$ cat config.mk
export PLATFORM = sky130hd
export DESIGN_NAME = hazard_ctrl_unit
export DESIGN_NICKNAME = d
export VERILOG_FILES = /design/src/rtl/hazard_ctrl_unit.sv
export SDC_FILE = /design/constraint.sdc
export NUM_CORES = 1
export LEC_CHECK = 0
export CELL_PAD_IN_SITES_DETAIL_PLACEMENT = 1
export CELL_PAD_IN_SITES_GLOBAL_PLACEMENT = 1
export CORE_MARGIN = 2
export CORE_UTILIZATION = 26
export CTS_BUF_LIST = sky130_fd_sc_hd__clkbuf_16
export DETAILED_ROUTE_END_ITERATION = 16
export PLACE_DENSITY_LB_ADDON = 0.12
export SKIP_LAST_GASP = 1
export SLEW_MARGIN = 10
export SYNTH_ARGS = -nofsm -noshare
export SYNTH_HDL_FRONTEND = slang
export SYNTH_SLANG_ARGS = --single-unit
$ cat constraint.sdc
create_clock -name clk -period 4 [get_ports clk]
set_clock_uncertainty 0.05 [all_clocks]
set_input_delay 0.8 -clock clk [delete_from_list [all_inputs] [get_ports clk]]
set_output_delay 0.8 -clock clk [all_outputs]
set_load 0.03 [all_outputs]
$ cat src/rtl/hazard_ctrl_unit.sv
// ID-stage hazard/bubble controller: load-use stalls, taken-branch flushes, and a saturating bubble counter.
// Outputs are Mealy (same cycle); stall/flush effects show up at the next clock edge.
module hazard_ctrl_unit #(
    parameter int FLUSH_CYC = 1,
    parameter int CNT_W     = 16
) (
    input  logic             clk,
    input  logic             rst,
    input  logic [6:0]       id_opcode,
    input  logic [4:0]       id_rs1,
    input  logic [4:0]       id_rs2,
    input  logic             ex_memread,
    input  logic [4:0]       ex_rd,
    input  logic             branch_taken,
    input  logic             cnt_clr,
    output logic             CtrlSrc,
    output logic             PCWrite,
    output logic             IFIDWrite,
    output logic             IFIDFlush,
    output logic [CNT_W-1:0] bubble_cnt
);

    localparam logic [1:0] IDLE     = 2'd0;
    localparam logic [1:0] LU_STALL = 2'd1;
    localparam logic [1:0] BR_FLUSH = 2'd2;

    // A single-cycle flush never leaves IDLE, so the reload value only matters when FLUSH_CYC > 1.
    localparam logic [3:0] RELOAD  = (FLUSH_CYC > 1) ? 4'(FLUSH_CYC - 2) : 4'd0;
    localparam logic [1:0] BR_NEXT = (FLUSH_CYC > 1) ? BR_FLUSH : IDLE;

    logic [1:0] state, state_nxt;
    logic [3:0] fcnt, fcnt_nxt;
    logic       use_rs1, use_rs2, lu_haz;

    always_comb begin
        use_rs1 = 1'b0;
        use_rs2 = 1'b0;
        case (id_opcode)
            7'b0110011, 7'b0100011, 7'b1100011: begin
                use_rs1 = 1'b1;
                use_rs2 = 1'b1;
            end
            7'b0010011, 7'b0000011: use_rs1 = 1'b1;
            default: ;
        endcase
    end

    assign lu_haz = ex_memread && (ex_rd != 5'd0) &&
                    ((use_rs1 && (id_rs1 == ex_rd)) || (use_rs2 && (id_rs2 == ex_rd)));

    always_comb begin
        CtrlSrc   = 1'b0;
        PCWrite   = 1'b1;
        IFIDWrite = 1'b1;
        IFIDFlush = 1'b0;
        state_nxt = IDLE;
        fcnt_nxt  = fcnt;
        case (state)
            BR_FLUSH: begin
                CtrlSrc   = 1'b1;
                IFIDFlush = 1'b1;
                if (branch_taken) begin
                    state_nxt = BR_FLUSH;
                    fcnt_nxt  = RELOAD;
                end else if (fcnt != 4'd0) begin
                    state_nxt = BR_FLUSH;
                    fcnt_nxt  = fcnt - 4'd1;
                end
            end
            default: begin
                if (branch_taken) begin
                    CtrlSrc   = 1'b1;
                    IFIDFlush = 1'b1;
                    state_nxt = BR_NEXT;
                    fcnt_nxt  = RELOAD;
                end else if (state == IDLE && lu_haz) begin
                    // In LU_STALL the bubble is already in ID/EX, so the hazard is masked there.
                    CtrlSrc   = 1'b1;
                    PCWrite   = 1'b0;
                    IFIDWrite = 1'b0;
                    state_nxt = LU_STALL;
                end
            end
        endcase
        if (rst) begin
            CtrlSrc   = 1'b1;
            PCWrite   = 1'b0;
            IFIDWrite = 1'b0;
            IFIDFlush = 1'b1;
        end
    end

    always_ff @(posedge clk or posedge rst) begin
        if (rst) begin
            state <= IDLE;
            fcnt  <= 4'd0;
        end else begin
            state <= state_nxt;
            fcnt  <= fcnt_nxt;
        end
    end

    always_ff @(posedge clk or posedge rst) begin
        if (rst) begin
            bubble_cnt <= '0;
        end else if (cnt_clr) begin
            bubble_cnt <= '0;
        end else if (CtrlSrc && !(&bubble_cnt)) begin
            bubble_cnt <= bubble_cnt + 1'b1;
        end
    end

endmodule

==> out/qor.txt, run 1 <==
Outcome - complete, no violations
Synth top area cells - dfrtp_1, or4_1, xor2_1
CTS tree - yes
Worst stage delay on the critical path - 0.69 ns
Largest net degree at the start of global routing - 28
Worst VDD drop - 0.153 mV
Final hold vios - 0
Post-synthesis sequential area ratio - 39.9%
Slew at the pin closest to its max-slew limit - 0.908 ns
# rows - 26
Share of cells above drive strength 1 - 6.09%
Crit path arrival time - 3.02 ns
DRT iter0 DRCs - 31
TritonRoute pass-1 iters - 4
Commonest non-fill, non-tap cell in the layout - clkdlybuf4s50_1
Core ar. - 5110 µm²
Via Count - 1358
DRC Markers - 0
Wire per inst - 15.5 µm
Max clock buf depth - 2
Hold slack - 0.464 ns
CTS root buffer - clkbuf_16
Post-synth top area share - 39.9%
Die width - 76.9 µm
Distinct cells, synth - 38
DP Wirelength - 3.18 mm
H-tree depth - 1
Worst skew pair latency - 0.26 ns
Max transition margin - 39.4%
RSZ-0062 raised after global routing - false
Routability cong. - 0.771
Vias in the first global route - 1436
Worst hold path type - flip-flop to flip-flop
Cells after DPL - 263
Total track usage - 14.6%
TritonCTS buffer count - 3
Required @ worst endpoint - 3.15 ns
Syn Nets - 182
Critical path fanouts, max - 3
CP Cell Sequence - clkdlybuf4s50_1 > or4_1 > o211ai_1 > nor4_1 > nor2_1 > clkdlybuf4s50_1
Critical path buffer and inverter count - 2
Hold_buf cts - 0
Final wirelength - 4.13 mm
# nets final - 227
Total Power - 598 µW
Peak Freq - 258 MHz
PwrDens - 299 nW/µm²
Initial antenna violation count - 0
CTS clk-pin slew, worst paths - 0.06 ns
Most frequent cells in the layout - clkdlybuf4s50_1, dfrtp_1, a21oi_1, or4_1, o31ai_1
Global-route wire length before repair - 6.91 mm
Setup bufs post-CTS - 0
Total of max-cap violations - 0
Critical path endpoint category - output pin
CP delay by family, top - buffers and inverters
Post-route non-filler standard cell count - 267
Kind of critical path - input port to output pin
Area added between synthesis and finish - 45.1%
Setup TNS - 0 ns
Grt ovf - 0
Post-synthesis cell area - 1380 µm²
Layout fillers - 598
I/O Buffers - 46
Yosys warns - 0
Ant. Diodes - 0
CP max-delay cell - clkdlybuf4s50_1
Ports - 47
Die ar. - 5910 µm²
Leakage - 0.769 nW
Dominant cell type by area after synthesis - dfrtp_1
Antenna Violating Nets Remaining - 0
Critical Path Start Type - input port
Synth Area per Inst - 9.02 µm²
Cells resized by post-CTS repair - 0
Fin. max-slew vios - 0
Period utilization - 96.9%
Die H - 76.9 µm
Initial Utilization - 27.0%
Vias per cell - 5.09
# setup viols final - 0
Crit-path most repeated cell - clkdlybuf4s50_1
Post-layout util - 39.2%
Synthesis-stage register bit count - 22
Min cycle time layout - 3.87 ns
Mapped Cells - 153
TritonCTS Sinks - 22
logic make-up after synthesis:
group                    synth area share (%)
buffers and inverters                    5.62
multiplexers                             1.63
adder cells (fa/ha/maj)                  1.81
XOR/XNOR                                 6.35
flip-flops                               39.9
AO/OA/AOI/OAI                            17.9
AND/OR/NAND/NOR                          26.8
final cells by class:
class	count	area (µm²)	area share [%]
multi-input combinational	115	752	37.5
clock inverter	1	30.0	1.50
inverter	8	30.0	1.50
sequential	22	551	27.5
timing repair buffer	48	478	23.9
tap	70	87.6	4.37
clock buffer	3	75.1	3.75
cells in the mapped netlist, drive strengths merged:
master,count
dfrtp,22
a21oi,15
or4,12
o31ai,10
nor2,9
xor2,9
inv,8
nand3,7
buf,6
nand2,6
nand4,6
o21ai,6
nor3,4
nor4,4
and3,3
nor2b,3
or3,3
clkbuf,2
ha,2
mux2,2
a311oi,1
a32oi,1
and2,1
nand2b,1
nand4b,1
nor3b,1
nor4b,1
o211ai,1
o21a,1
o21ba,1
o21bai,1
o31a,1
or2,1
xnor2,1
registers in the layout, indices dropped and copies added, names as in the netlist:
signal,flops
state,2
fcnt,4
bubble_cnt,16
tightest hold or removal path: cells and delay by family (launching register included):
kind	cells	cell delay, ns
simple gates	1	0.06
compound gates	1	0.06
flops	1	0.36
power breakdown:
group	total, mW	internal (mW)	switching [mW]
Combinational	0.0820	0.0416	0.0404
Sequential	0.228	0.225	0.00310
Clock	0.288	0.199	0.0892
routing by layer:
layer	vias up	wire (µm)	global-route usage, %
met5	-	0	0
met4	0	57	4.91
met3	5	164	3.18
met2	27	2150	26.1
met1	661	1760	17.2
li1	665	-	-
final timing paths:
path                               startpoint        endpoint  slack [ns]  cells after the start
worst max-delay path                 ex_rd[1]       IFIDWrite        0.13                      6
worst min-delay path                  fcnt[1]         fcnt[1]        0.46                      2
worst max register to register  bubble_cnt[9]   bubble_cnt[8]        1.70                      7
worst min register to register        fcnt[1]         fcnt[1]        0.46                      2
max in group asynchronous                 rst  bubble_cnt[13]        2.27                      2
min in group asynchronous                 rst        state[1]        1.07                      2
per-stage QoR:
| stage | worst slack [ns] | instance area [µm²] |
|---|---|---|
| after floorplan | 0.808 | 1380 |
| after global routing | 0.00365 | 2000 |
| after CTS | 0.0805 | 2000 |
| after detailed placement | 0.0780 | 1900 |
| final | 0.125 | 2000 |
| after global placement | 0.147 | 1900 |
No activity file was read; power rests on OpenSTA's default activity.
==> run 2: changes to the inputs <==
- CORE_UTILIZATION: 26 -> 35
- SKIP_CTS_REPAIR_TIMING: unset -> 1
==> run 2 against run 1 <==
Against the previous run:
- hold slack got worse by 0.0084 ns
- combinational power barely moved
- count of clock-buffer cells in the layout did not move
- clock power barely moved
- total power fell by 0.58%
- sequential share of layout area rose by 0.38 points
- die area fell by 24%
- final cell count fell by 8.2%
==> out/qor.txt, run 2 (synthesis results as in run 1) <==
Outcome - complete, no violations
Leakage - 0.769 nW
H-tree depth - 1
Hold path start - fcnt[1]
Layout fillers - 441
Required @ worst endpoint - 3.15 ns
Initial antenna violation count - 0
Critical path endpoint category - output pin
CTS clk-pin slew, worst paths - 0.06 ns
Vias in the first global route - 1472
Fin. max-slew vios - 0
Post-layout util - 53.2%
Ports - 47
DP Wirelength - 3.02 mm
Area added between synthesis and finish - 43.2%
Hold slack - 0.456 ns
Total track usage - 19.6%
Antenna Violating Nets Remaining - 0
Global-route wire length before repair - 6.69 mm
Largest register FFs - 16
# nets final - 227
Kind of critical path - input port to output pin
TritonCTS Sinks - 22
Routability cong. - 0.783
Most frequent cells in the layout - clkdlybuf4s50_1, dfrtp_1, a21oi_1, or4_1, o31ai_1
Worst hold path type - flip-flop to flip-flop
Max clock buf depth - 2
Die width - 66.8 µm
Peak Freq - 258 MHz
Largest net degree at the start of global routing - 28
Critical Path Start Type - input port
Wire per inst - 16.6 µm
FF-to-FF Start - bubble_cnt[9]
TritonRoute pass-1 iters - 4
Slew at the pin closest to its max-slew limit - 0.863 ns
Die H - 66.8 µm
CTS tree - yes
Setup TNS - 0 ns
Die ar. - 4460 µm²
CP startpoint - ex_rd[4]
Ant. Diodes - 0
Worst skew pair latency - 0.26 ns
Max transition margin - 42.4%
Period utilization - 96.8%
TritonCTS buffer count - 3
DP Area - 1870 µm²
Final wirelength - 4.07 mm
Leading registers by flop count - bubble_cnt (16), fcnt (4), state (2)
RSZ-0062 raised after global routing - false
Share of cells above drive strength 1 - 6.09%
Top reg by flops - bubble_cnt
DRT iter0 DRCs - 27
Crit path arrival time - 3.02 ns
Worst VDD drop - 0.151 mV
R2R Setup Slk - 1.49 ns
Pre-CTS WS - 0.103 ns
Design area - 1980 µm²
Commonest non-fill, non-tap cell in the layout - clkdlybuf4s50_1
# setup viols final - 0
CTS root buffer - clkbuf_16
Via Count - 1375
Min cycle time layout - 3.87 ns
Initial Utilization - 37.1%
I/O Buffers - 46
Final worst slack - 0.129 ns
PwrDens - 301 nW/µm²
Total of max-cap violations - 0
Vias per cell - 5.61
DRC Markers - 0
Grt ovf - 0
# rows - 22
Final hold vios - 0
Core ar. - 3720 µm²
Critical path fanouts, max - 3
-- run 2: cell type report --
class	instances	area, µm²	area share [%]
multi-input cells	115	752	38.1
flip-flops and latches	22	551	27.9
repair buffers	48	478	24.2
clock buffers	3	75.1	3.80
well taps	48	60.1	3.04
clock inverters	1	30.0	1.52
inverters	8	30.0	1.52
-- run 2: stage by stage --
| stage | cells | total power, mW |
|---|---|---|
| after CTS | 245 | 0.600 |
| after global routing | 245 | 0.614 |
| after detailed placement | 241 | 0.315 |
| after global placement | 241 | 0.313 |
| final | 245 | 0.595 |
| after floorplan | 153 | 0.270 |
-- run 2: where the power goes --
part	internal, mW	total (mW)	leakage, nW	switching, mW
registers	0.225	0.228	0.306	0.00321
logic	0.0415	0.0817	0.413	0.0402
clock network	0.199	0.285	0.0511	0.0860
-- run 2: worst max-delay path, cell delays in order --
cell and delay [ns]:
clkdlybuf4s50_1 0.48, or4_1 0.53, o211ai_1 0.27, nor4_1 0.12, nor2_1 0.14, clkdlybuf4s50_1 0.69
-- run 2: path summary, 6_finish.rpt --
path,to,cells past startpoint
min in group asynchronous,bubble_cnt[10],2
worst min register to register,fcnt[1],2
worst max-delay path,IFIDWrite,6
worst max register to register,bubble_cnt[8],7
worst min-delay path,fcnt[1],2
max in group asynchronous,fcnt[0],2
-- run 2: metal layers --
metal  global-route usage, %  vias to the layer above  wire length, µm
li1                        -                      663                -
met3                    2.87                        7              187
met2                    35.1                       37             2020
met5                       0                        -                0
met1                    23.5                      668             1790
met4                    7.14                        0               77
==> run 3: changes to the inputs <==
- SKIP_LAST_GASP: 1 -> unset
==> results of run 3 <==
Final layout, timing and power as in run 2 (identical DEF).
